`src/rtl/bm_pkg.sv`:
```
// Shared block-matching pipeline constants, types and helpers.
package bm_pkg;
   localparam int BM_CW   = 16;
   localparam int BM_DW   = 8;
   localparam int BM_FW   = 8;
   localparam int BM_QW   = 10;
   localparam int BM_CNTW = 24;

   // Slice the low DW bits to get the invalid-disparity marker for any width.
   localparam logic [63:0] BM_DISP_INVALID = '1;

   function automatic int bm_uni_lat(input int qw);
      return qw + 2;
   endfunction

   typedef struct packed {
      logic             upd;
      logic [BM_CW-1:0] min1;
      logic [BM_CW-1:0] min2;
      logic [BM_DW-1:0] disp1;
      logic [BM_DW-1:0] disp2;
      logic [BM_FW-1:0] frac;
      logic             uni_on;
      logic [BM_QW-1:0] uni_thr;
   } bm_uni_sb_t;
endpackage

```
`src/rtl/bm_div_stage.sv`:
```
// One restoring-division step resolving quotient bit BIT; one enabled cycle per stage.
// cke=0 holds every register; there is no internal backpressure.
module bm_div_stage
   import bm_pkg::*;
#(
   parameter int  CW   = BM_CW,
   parameter int  QW   = BM_QW,
   parameter int  BIT  = QW - 1,
   parameter type SB_T = bm_uni_sb_t
)(
   input  logic          clk,
   input  logic          rst,
   input  logic          cke,
   input  logic          v_i,
   input  logic          sat_i,
   input  logic [CW-1:0] rem_i,
   input  logic [CW-1:0] dvs_i,
   input  logic [QW-1:0] q_i,
   input  SB_T           sb_i,
   output logic          v_o,
   output logic          sat_o,
   output logic [CW-1:0] rem_o,
   output logic [QW-1:0] q_o,
   output SB_T           sb_o
);
   logic          v_q, v_d;
   logic          sat_q, sat_d;
   logic [CW-1:0] rem_q, rem_d;
   logic [QW-1:0] q_q, q_d;
   SB_T           sb_q, sb_d;
   logic [CW:0]   r2;
   logic          ge;

   // The remainder stays below the divisor, so doubling fits in CW+1 bits.
   always_comb begin
      r2    = {rem_i, 1'b0};
      ge    = (r2 >= {1'b0, dvs_i});
      v_d   = v_q;
      sat_d = sat_q;
      rem_d = rem_q;
      q_d   = q_q;
      sb_d  = sb_q;
      if (cke) begin
         v_d    = v_i;
         sat_d  = sat_i;
         sb_d   = sb_i;
         q_d    = q_i;
         q_d[BIT] = ge;
         rem_d  = ge ? CW'(r2 - {1'b0, dvs_i}) : r2[CW-1:0];
      end
   end

   always_ff @(posedge clk) begin
      if (rst) begin
         v_q   <= 1'b0;
         sat_q <= 1'b0;
         rem_q <= '0;
         q_q   <= '0;
         sb_q  <= '0;
      end else begin
         v_q   <= v_d;
         sat_q <= sat_d;
         rem_q <= rem_d;
         q_q   <= q_d;
         sb_q  <= sb_d;
      end
   end

   assign v_o   = v_q;
   assign sat_o = sat_q;
   assign rem_o = rem_q;
   assign q_o   = q_q;
   assign sb_o  = sb_q;
endmodule

```
`src/rtl/bm_uni_filter.sv`:
```
// Uniqueness filter: ratio = min1/min2 in Q0.QW, threshold, masked disparity, per-frame reject count.
// Latency QW+2 enabled cycles, one pixel per cycle; cke=0 freezes all stages, no internal backpressure.
module bm_uni_filter
   import bm_pkg::*;
#(
   parameter int CW   = BM_CW,
   parameter int DW   = BM_DW,
   parameter int FW   = BM_FW,
   parameter int QW   = BM_QW,
   parameter int CNTW = BM_CNTW
)(
   input  logic            clk,
   input  logic            rst,
   input  logic            cke,
   input  logic            uni_on,
   input  logic [QW-1:0]   uni_thr,
   input  logic            frame_start,
   input  logic            vin,
   input  logic            upd_in,
   input  logic [CW-1:0]   min1_in,
   input  logic [CW-1:0]   min2_in,
   input  logic [DW-1:0]   disp1_in,
   input  logic [DW-1:0]   disp2_in,
   input  logic [FW-1:0]   frac_in,
   output logic            vout,
   output logic            upd_out,
   output logic [CW-1:0]   min1_out,
   output logic [CW-1:0]   min2_out,
   output logic [DW-1:0]   disp1_out,
   output logic [DW-1:0]   disp2_out,
   output logic [FW-1:0]   frac_out,
   output logic [QW-1:0]   uni_ratio,
   output logic            uni_pass,
   output logic [DW-1:0]   disp_sel,
   output logic [CNTW-1:0] rej_cnt
);
   typedef struct packed {
      logic          upd;
      logic [CW-1:0] min1;
      logic [CW-1:0] min2;
      logic [DW-1:0] disp1;
      logic [DW-1:0] disp2;
      logic [FW-1:0] frac;
      logic          uni_on;
      logic [QW-1:0] uni_thr;
   } sb_t;

   logic v0_q, v0_d;
   logic sat0_q, sat0_d;
   sb_t  sb0_q, sb0_d;

   always_comb begin
      v0_d   = v0_q;
      sat0_d = sat0_q;
      sb0_d  = sb0_q;
      if (cke) begin
         v0_d          = vin;
         sat0_d        = (min2_in == '0) || (min1_in >= min2_in);
         sb0_d.upd     = upd_in;
         sb0_d.min1    = min1_in;
         sb0_d.min2    = min2_in;
         sb0_d.disp1   = disp1_in;
         sb0_d.disp2   = disp2_in;
         sb0_d.frac    = frac_in;
         sb0_d.uni_on  = uni_on;
         sb0_d.uni_thr = uni_thr;
      end
   end

   logic          v_s   [QW+1];
   logic          sat_s [QW+1];
   logic [CW-1:0] rem_s [QW+1];
   logic [QW-1:0] q_s   [QW+1];
   sb_t           sb_s  [QW+1];

   assign v_s[0]   = v0_q;
   assign sat_s[0] = sat0_q;
   assign rem_s[0] = sb0_q.min1;
   assign q_s[0]   = '0;
   assign sb_s[0]  = sb0_q;

   for (genvar i = 0; i < QW; i++) begin : g_div
      bm_div_stage #(
         .CW   (CW),
         .QW   (QW),
         .BIT  (QW - 1 - i),
         .SB_T (sb_t)
      ) u_stage (
         .clk   (clk),
         .rst   (rst),
         .cke   (cke),
         .v_i   (v_s[i]),
         .sat_i (sat_s[i]),
         .rem_i (rem_s[i]),
         .dvs_i (sb_s[i].min2),
         .q_i   (q_s[i]),
         .sb_i  (sb_s[i]),
         .v_o   (v_s[i+1]),
         .sat_o (sat_s[i+1]),
         .rem_o (rem_s[i+1]),
         .q_o   (q_s[i+1]),
         .sb_o  (sb_s[i+1])
      );
   end

   logic [QW-1:0]   ratio_f;
   logic            pass_f;
   logic            rej_ret;
   logic            vout_q, vout_d;
   logic            upd_q, upd_d;
   logic [CW-1:0]   min1_q, min1_d, min2_q, min2_d;
   logic [DW-1:0]   disp1_q, disp1_d, disp2_q, disp2_d, dsel_q, dsel_d;
   logic [FW-1:0]   frac_q, frac_d;
   logic [QW-1:0]   ratio_q, ratio_d;
   logic            pass_q, pass_d;
   logic [CNTW-1:0] rej_cnt_q, rej_cnt_d;

   always_comb begin
      ratio_f = sat_s[QW] ? '1 : q_s[QW];
      pass_f  = 1'b1;
      if (sb_s[QW].uni_on) pass_f = (ratio_f <= sb_s[QW].uni_thr);
      else                 ratio_f = '0;
   end

   // Outputs only reload on a valid pixel so they hold through bubbles.
   always_comb begin
      vout_d    = vout_q;
      upd_d     = upd_q;
      min1_d    = min1_q;
      min2_d    = min2_q;
      disp1_d   = disp1_q;
      disp2_d   = disp2_q;
      frac_d    = frac_q;
      ratio_d   = ratio_q;
      pass_d    = pass_q;
      dsel_d    = dsel_q;
      rej_cnt_d = rej_cnt_q;
      rej_ret   = cke && v_s[QW] && !pass_f;
      if (cke) begin
         vout_d = v_s[QW];
         if (v_s[QW]) begin
            upd_d   = sb_s[QW].upd;
            min1_d  = sb_s[QW].min1;
            min2_d  = sb_s[QW].min2;
            disp1_d = sb_s[QW].disp1;
            disp2_d = sb_s[QW].disp2;
            frac_d  = sb_s[QW].frac;
            ratio_d = ratio_f;
            pass_d  = pass_f;
            dsel_d  = pass_f ? sb_s[QW].disp1 : BM_DISP_INVALID[DW-1:0];
         end
      end
      if (rej_ret && (rej_cnt_q != '1)) rej_cnt_d = rej_cnt_q + CNTW'(1);
      if (frame_start) rej_cnt_d = rej_ret ? CNTW'(1) : '0;
   end

   always_ff @(posedge clk) begin
      if (rst) begin
         v0_q      <= 1'b0;
         sat0_q    <= 1'b0;
         sb0_q     <= '0;
         vout_q    <= 1'b0;
         upd_q     <= 1'b0;
         min1_q    <= '0;
         min2_q    <= '0;
         disp1_q   <= '0;
         disp2_q   <= '0;
         frac_q    <= '0;
         ratio_q   <= '0;
         pass_q    <= 1'b0;
         dsel_q    <= '0;
         rej_cnt_q <= '0;
      end else begin
         v0_q      <= v0_d;
         sat0_q    <= sat0_d;
         sb0_q     <= sb0_d;
         vout_q    <= vout_d;
         upd_q     <= upd_d;
         min1_q    <= min1_d;
         min2_q    <= min2_d;
         disp1_q   <= disp1_d;
         disp2_q   <= disp2_d;
         frac_q    <= frac_d;
         ratio_q   <= ratio_d;
         pass_q    <= pass_d;
         dsel_q    <= dsel_d;
         rej_cnt_q <= rej_cnt_d;
      end
   end

   assign vout      = vout_q;
   assign upd_out   = upd_q;
   assign min1_out  = min1_q;
   assign min2_out  = min2_q;
   assign disp1_out = disp1_q;
   assign disp2_out = disp2_q;
   assign frac_out  = frac_q;
   assign uni_ratio = ratio_q;
   assign uni_pass  = pass_q;
   assign disp_sel  = dsel_q;
   assign rej_cnt   = rej_cnt_q;
endmodule
```
`config.mk`:
```
export PLATFORM = sky130hd
export DESIGN_NAME = bm_uni_filter
export DESIGN_NICKNAME = d
export VERILOG_FILES = /design/src/rtl/bm_pkg.sv /design/src/rtl/bm_div_stage.sv /design/src/rtl/bm_uni_filter.sv
export SDC_FILE = /design/constraint.sdc
export NUM_CORES = 2
export LEC_CHECK = 0
export ABC_AREA = 1
export CAP_MARGIN = 10
export CORE_UTILIZATION = 62
export DETAILED_ROUTE_END_ITERATION = 10
export PLACE_DENSITY = 0.81
export SYNTH_ARGS = -nofsm -noshare
export SYNTH_HDL_FRONTEND = slang
export SYNTH_SLANG_ARGS = --single-unit
```
`constraint.sdc`:
```
create_clock -name clk -period 2.5 [get_ports clk]
set_input_delay 0.75 -clock clk [delete_from_list [all_inputs] [get_ports clk]]
set_output_delay 0.75 -clock clk [all_outputs]
set_load 0.01 [all_outputs]
```
### Word level (Yosys, flattened, before mapping)

Cells that the tools add are included.

| word-level totals | value |
|---|---|
| register bits | 1070 |
| logic and storage cells | 187 |
| output and inout port bits | 101 |
| input port bits | 73 |

| cells by class | value |
|---|---|
| $lt $le $gt $ge | 12 |
| reduce and logical (&&, ||, !) cells | 8 |
| multiplexer cells | 16 |
| equal/unequal tests | 1 |
| add/sub/neg operators | 10 |

Operator list:

| operator | number |
|---|---|
| $ge A17 B16 Y1 | 10 |
| $mux W16 | 9 |
| $sub A16 B16 Y16 | 9 |
| $mux W24 | 2 |
| $add A24 B1 Y24 const B | 1 |
| $ne A24 B24 Y1 const B | 1 |
| $mux W10 | 2 |
| $ge A16 B16 Y1 | 1 |
| $logic_not A16 Y1 | 1 |
| $le A10 B10 Y1 | 1 |
| $mux W8 | 1 |
| $logic_and A1 B1 Y1 | 3 |
| $mux W1 | 2 |
| $reduce_and A2 Y1 | 1 |
| $reduce_bool A2 Y1 | 1 |
| $logic_not A1 Y1 | 1 |
| $logic_or A1 B1 Y1 | 1 |

### Longest topological paths before layout

| depth | value |
|---|---|
| word-level depth | 8 |
| mapped depth | 16 |

### By module

From an unflattened synthesis, not the netlist that was laid out.

| unflattened totals | value |
|---|---|
| cells, all modules | 7841 |
| area total of the unflattened synthesis | 54045.6 µm² |

Modules (own cells, without submodules):

| module | instances | area an instance (µm²) | cells each |
|---|---|---|---|
| bm_div_stage at g_div[1].u_stage ... | 6 | 4662.0 | 682 |
| bm_div_stage at g_div[7].u_stage ... | 3 | 4674.5 | 682 |
| bm_uni_filter | 1 | 7424.6 | 1023 |
| bm_div_stage at g_div[0].u_stage | 1 | 4625.7 | 680 |

### Least setup slack after synthesis

No wires, ideal clock.

| timing | value |
|---|---|
| path type | flip-flop to flip-flop |
| start point | register g_div[9].u_stage.sat_q |
| end point | register rej_cnt_q[19] (netlist: rej_cnt[19]) |
| stages on the path, launching flop included | 14 |
| path slack | 345 ps |
| setup time | 113 ps |
| data arrival time | 2042 ps |
| buffers on the path | 2 |
| data required time | 2387 ps |
| period minus slack after synthesis | 2155 ps |
| path through | dfxtp_1 -> clkbuf_1 -> or2_2 -> ha_1 -> nand2_1 -> nor2_1 -> nand4_1 -> nand3_1 -> nand3_4 -> buf_6 -> nor2_2 -> nand2_1 -> nand2_1 -> nor2_1 |

| on the way | value |
|---|---|
| cells in the longest elaborated chain, start to end | 7 |

RTL lines:

| element | RTL line | RTL |
|---|---|---|
| start, declared | bm_div_stage.sv:27 | `logic sat_q, sat_d;` |
| start signal, assigned | bm_div_stage.sv:62 | `sat_q <= sat_d;` |
| $mux W10 | bm_uni_filter.sv:119 | `ratio_f = sat_s[QW] ? '1 : q_s[QW];` |
| $le A10 B10 Y1 | bm_uni_filter.sv:121 | `if (sb_s[QW].uni_on) pass_f = (ratio_f <= sb_s[QW].uni_thr);` |
| $mux W1 | bm_uni_filter.sv:121 |  |
| $logic_not A1 Y1 | bm_uni_filter.sv:138 | `rej_ret = cke && v_s[QW] && !pass_f;` |
| $logic_and A1 B1 Y1 | bm_uni_filter.sv:138 |  |
| $logic_and A1 B1 Y1 | bm_uni_filter.sv:153 | `if (rej_ret && (rej_cnt_q != '1)) rej_cnt_d = rej_cnt_q + CNTW'(1);` |
| $reduce_bool A2 Y1 (no line) | n/a |  |
| end signal, assigned | bm_uni_filter.sv:187 | `rej_cnt_q <= rej_cnt_d;` |
| end, declared | bm_uni_filter.sv:116 | `logic [CNTW-1:0] rej_cnt_q, rej_cnt_d;` |

No other way between the ends.
A chain may end at the register's enable or synchronous reset.

### Final worst setup path

| timing | value |
|---|---|
| start point | register ratio_q[4] (netlist: uni_ratio[4]) |
| end point | output port uni_ratio[4] |

RTL lines:

| element | RTL line | RTL |
|---|---|---|
| start, declared | bm_uni_filter.sv:114 | `logic [QW-1:0] ratio_q, ratio_d;` |
| start signal, assigned | bm_uni_filter.sv:184 | `ratio_q <= ratio_d;` |
| end, declared | bm_uni_filter.sv:32 | `output logic [QW-1:0] uni_ratio,` |

No word-level cell between the ends.

==> qor.csv <==
stage,metric,value,unit
pwr,clkPwrFrac,29.4,%
clock_tree,path_clk_slew,0.06,ns
sta,fin_ws,0.02655,ns
sta,fin_skew,0.07848,ns
synth,yosysUniqueCellTypes,41,
worst_setup_path,crit_buf_inv,1,
clock_tree,cts_buffers,106,
drt,avgViaCountPerCell,5.530,
pwr,pwr-share-seq,34.5,%
drt,dr.pass1.iters,5,
floorplan,dieWidth,283.7,um
drt,num_vias,46300,
synth,yosysWarnings,0,
worst_setup_path,critical_path_arrival,1.72,ns
worst_setup_path,cp-start-kind,register,
global_routing,overflow,0,
layout,fin_util,72.87,%
floorplan,rows,102,
hold_path,hold_path_depth,2,
global_routing,grt.total_usage,34.42,%
placement,port_buffers,173,
sta,hold_viol,0,
clock_tree,h-tree-depth,3,
synth,ys_seq_area_share,43.53,%
worst_setup_path,end_kind,output pin,
synth,synth_xor_area_share,0.7654,%
clock_tree,clock_path_buffers,3,
placement,dp_hpwl,100500,um
drt,wl_met3,12850,um
synth,synth_top_family_by_area,simple AND/OR/NAND/NOR gates,
placement,place_ws,-0.09785,ns
clock_tree,cts-root-buf,clkbuf_16,
drt,wl_per_cell,16.85,um
drt,wl,141100,um
sta,fmax,0.4043,GHz
pwr,leakagePower,26.15,nW
sta,rsz0062_at_grt,no,
pwr,swShare,37.41,%
sta,setup_violations,0,
hold_path,hold_path_class,in -> reg,
sta,slew-limit-headroom,39.23,%
floorplan,ios,174,
synth,synth_area_per_cell,6.921,um^2
worst_setup_path,cp_top_family,buffers and inverters,
layout,drive_gt1_share,6.860,%
synth,syn_nets,7377,
worst_setup_path,slowest_stage,clkdlybuf4s50_1,
sta,post-route-period-util,98.94,%
layout,synthToLayoutAreaGrowth,15.48,%
synth,synth_seq_cells,1070,
drt,wl_met1,64380,um
pwr,irDropWorstVdd,766.2,uV
synth,synthAdderAreaFrac,5.096,%
worst_setup_path,cp_cell_sequence,clkdlybuf4s50_1,
sta,finalSetupTns,0,ns
pwr,p_int,35.92,mW
drt,top_layer,met5,
worst_setup_path,crit_required,1.75,ns
pwr,p_comb_share,36.1,%
synth,synthMuxAreaShare,0,%
synth,synth-compound-area-share,14.37,%
sta,slew_violations,0,
run_status,status,"complete, no violations",
worst_setup_path,worst-setup-path-type,reg -> out,
sta,fin_crit,2.473,ns
worst_setup_path,r2r_start,sb0_q[41]$_SDFFE_PP0P_,
hold_path,hold_path_end,vout$_SDFFE_PP0P_,
floorplan,die_h,283.7,um
drt,drc,0,
clock_tree,clock-sinks,1070,
layout,n_antenna_cell,0,
synth,mappedNetlistArea,0.04920,mm^2
sta,worstMarginPinSlew,0.9116,ns
clock_tree,cts_tree,done,
worst_setup_path,r2r-end,g_div[0].u_stage.rem_o[7]$_SDFFE_PP0P_,
job,drv_cap,0,
drt,routed-wl-met2,60640,um
floorplan,die_area,0.08049,mm^2
worst_setup_path,reg2reg_slack,0.06,ns
drt,postRouteAntennaNets,0,
global_routing,grt_pass1_wl,226100,um
synth,yosys.area_share.simple,27.66,%
layout,final_cells,8372,
clock_tree,worstSkewPairLatency,0.71,ns
synth,syn_inst,7109,
layout,fin_nets,7515,
pwr,power_switching,21.47,mW
floorplan,fp.coreArea,0.07798,mm^2
floorplan,initial_utilization,63.10,%
hold_path,hold_start,rst,
drt,initialDrtViolationCount,4830,
placement,dp_cells,8179,
global_routing,antenna_found_initial,3,
pwr,p_per_area,1010,mW/mm^2
placement,routabilityCongestion,0.9894,
worst_setup_path,max_stage_delay,0.59,ns
global_routing,grt_max_degree,133,
worst_setup_path,r2r_cells,11,
worst_setup_path,crit_fanout,2,
global_routing,grt_pass1_vias,43010,
-- synthesized netlist by cell type (all sizes together) --
cell type     n  area, um^2
o21a          2       15.01
o21ai       916        4584
inv         718        2695
nor3         40       250.2
xor2         13       113.9
a211oi        1       7.510
clkbuf      274        1028
nand4        51       319.1
nand3b       56       420.4
xnor2        30       262.8
nand3       308        1564
a21oi       415        2085
and2          8       50.05
ha          186        2327
o21bai       18       135.1
nand2      1216        4667
nor4          4       25.02
fa            9       180.2
a22oi         9       67.56
dfxtp      1070       21420
buf          91       495.5
nor2       1628        6191
a31oi        16       100.1
o211ai        8       60.06
or2          20       125.1
a21o          2       15.01
-- kinds of logic after synthesis --
family	Yosys count
compound gates	1387
simple gates	3331
flops	1070
buf+inv	1083
fa+ha+maj	195
xor+xnor	43
-- state kept, by name (all words and copies together), names as in the netlist, 10 cells and up --
| name | cells |
|---|---|
| rej_cnt | 24 |
| min2_out | 16 |
| g_div.u_stage.sat_o | 10 |
| g_div.u_stage.sb_o | 680 |
| sb0_q | 52 |
| rem_s | 16 |
| min1_out | 16 |
| g_div.u_stage.q_o | 55 |
| uni_ratio | 10 |
| g_div.u_stage.rem_o | 144 |
| g_div.u_stage.v_o | 10 |
-- routing by layer --
metal | up-vias | global-route usage, %
met5 | - | 0
met4 | 2 | 8.973
met3 | 207 | 6.350
met2 | 1620 | 52.37
met1 | 21530 | 49.93
li1 | 22940 | -
-- placed cells by master, fill, tap and decap left out, types with 8 or more instances in the layout --
| cell type | n |
|---|---|
| nand3_1 | 304 |
| a21oi_1 | 411 |
| nand2_4 | 11 |
| and2_1 | 8 |
| buf_4 | 175 |
| dfxtp_2 | 16 |
| a22oi_1 | 9 |
| nand2_1 | 1192 |
| o211ai_1 | 8 |
| nor3_1 | 30 |
| buf_12 | 46 |
| a31oi_1 | 16 |
| o21ai_0 | 906 |
| clkbuf_8 | 17 |
| clkbuf_1 | 21 |
| xor2_1 | 13 |
| xnor2_1 | 30 |
| clkinv_2 | 19 |
| o21bai_1 | 18 |
| clkdlybuf4s50_1 | 170 |
| fa_1 | 9 |
| or2_2 | 11 |
| ha_1 | 185 |
| inv_1 | 700 |
| nor2_4 | 11 |
| dfxtp_1 | 1053 |
| nor3_2 | 10 |
| nand4_1 | 51 |
| nand3b_1 | 56 |
| inv_2 | 15 |
| nand2_2 | 13 |
| o21ai_1 | 10 |
| clkbuf_16 | 106 |
| bufinv_16 | 14 |
| nor2_1 | 1610 |
-- final cells by class --
| type | instances | area [um^2] |
|---|---|---|
| Tap cell | 1040 | 1301 |
| Inverter | 718 | 2713 |
| Sequential cell | 1070 | 21440 |
| Clock buffer | 144 | 2965 |
| Multi-Input combinational cell | 4956 | 23630 |
| Fill cell | 6326 | 21160 |
| Clock inverter | 49 | 782.0 |
| Timing Repair Buffer | 395 | 3986 |
-- power by group through the flow --
stage               Clock, mW  Combinational [mW]  Sequential [mW]
detailed placement          0                20.0             20.1
floorplan                   0                14.1             19.8
global route             17.7                23.2             20.0
global placement            0                19.7             20.1
finish                   16.9                20.7             19.8
CTS                      17.0                20.2             19.8
-- through the flow --
| stage | total power, mW | hold slack [ns] | area [um^2] |
|---|---|---|---|
| after global placement | 39.83 | 0.4497 | 52980 |
| after detailed placement | 40.15 | 0.4568 | 52980 |
| after CTS | 57.02 | 0.3426 | 56740 |
| after floorplan | 33.89 | 0.4395 | 49200 |
| final | 57.38 | 0.3676 | 56820 |
| after global routing | 60.95 | 0.3549 | 56820 |
-- worst max-delay path by stage --
stage	startpoint	end	slack (ns)	cells past startpoint
finish	uni_ratio[4]$_SDFFE_PP0P_	uni_ratio[4]	0.03	1
global route	g_div[1].u_stage.sb_o[47]$_SDFFE_PP0P_	g_div[2].u_stage.rem_o[7]$_SDFFE_PP0P_	0.003	13
CTS	rej_cnt[20]$_SDFFE_PP0P_	rej_cnt[20]	0.006	1
detailed placement	min1_in[1]	sat0_q$_SDFFE_PP0P_	-0.1	11
global placement	min1_in[1]	sat0_q$_SDFFE_PP0P_	-0.12	11
floorplan	g_div[9].u_stage.sat_o$_SDFFE_PP0P_	rej_cnt[19]$_SDFFE_PP0P_	0.35	13
-- worst register-to-register path, stage by stage, from the launching register on --
cell and delay [ns]:
dfxtp_1 0.33, inv_1 0.07, ha_1 0.34, nand2_1 0.08
nand2_1 0.26, a21oi_1 0.36, nand2_1 0.32, o21ai_0 0.22
nand3b_1 0.12, nand2_1 0.05, nor2_1 0.08, nor2_1 0.04
-- timing repair --
item	CTS	global route
pin swaps	0	3
setup buffers	0	0
hold buffers	0	0
gates resized for setup	10	30
endpoints found under the setup margin	12	62
Power figures use the tool's default switching activity.
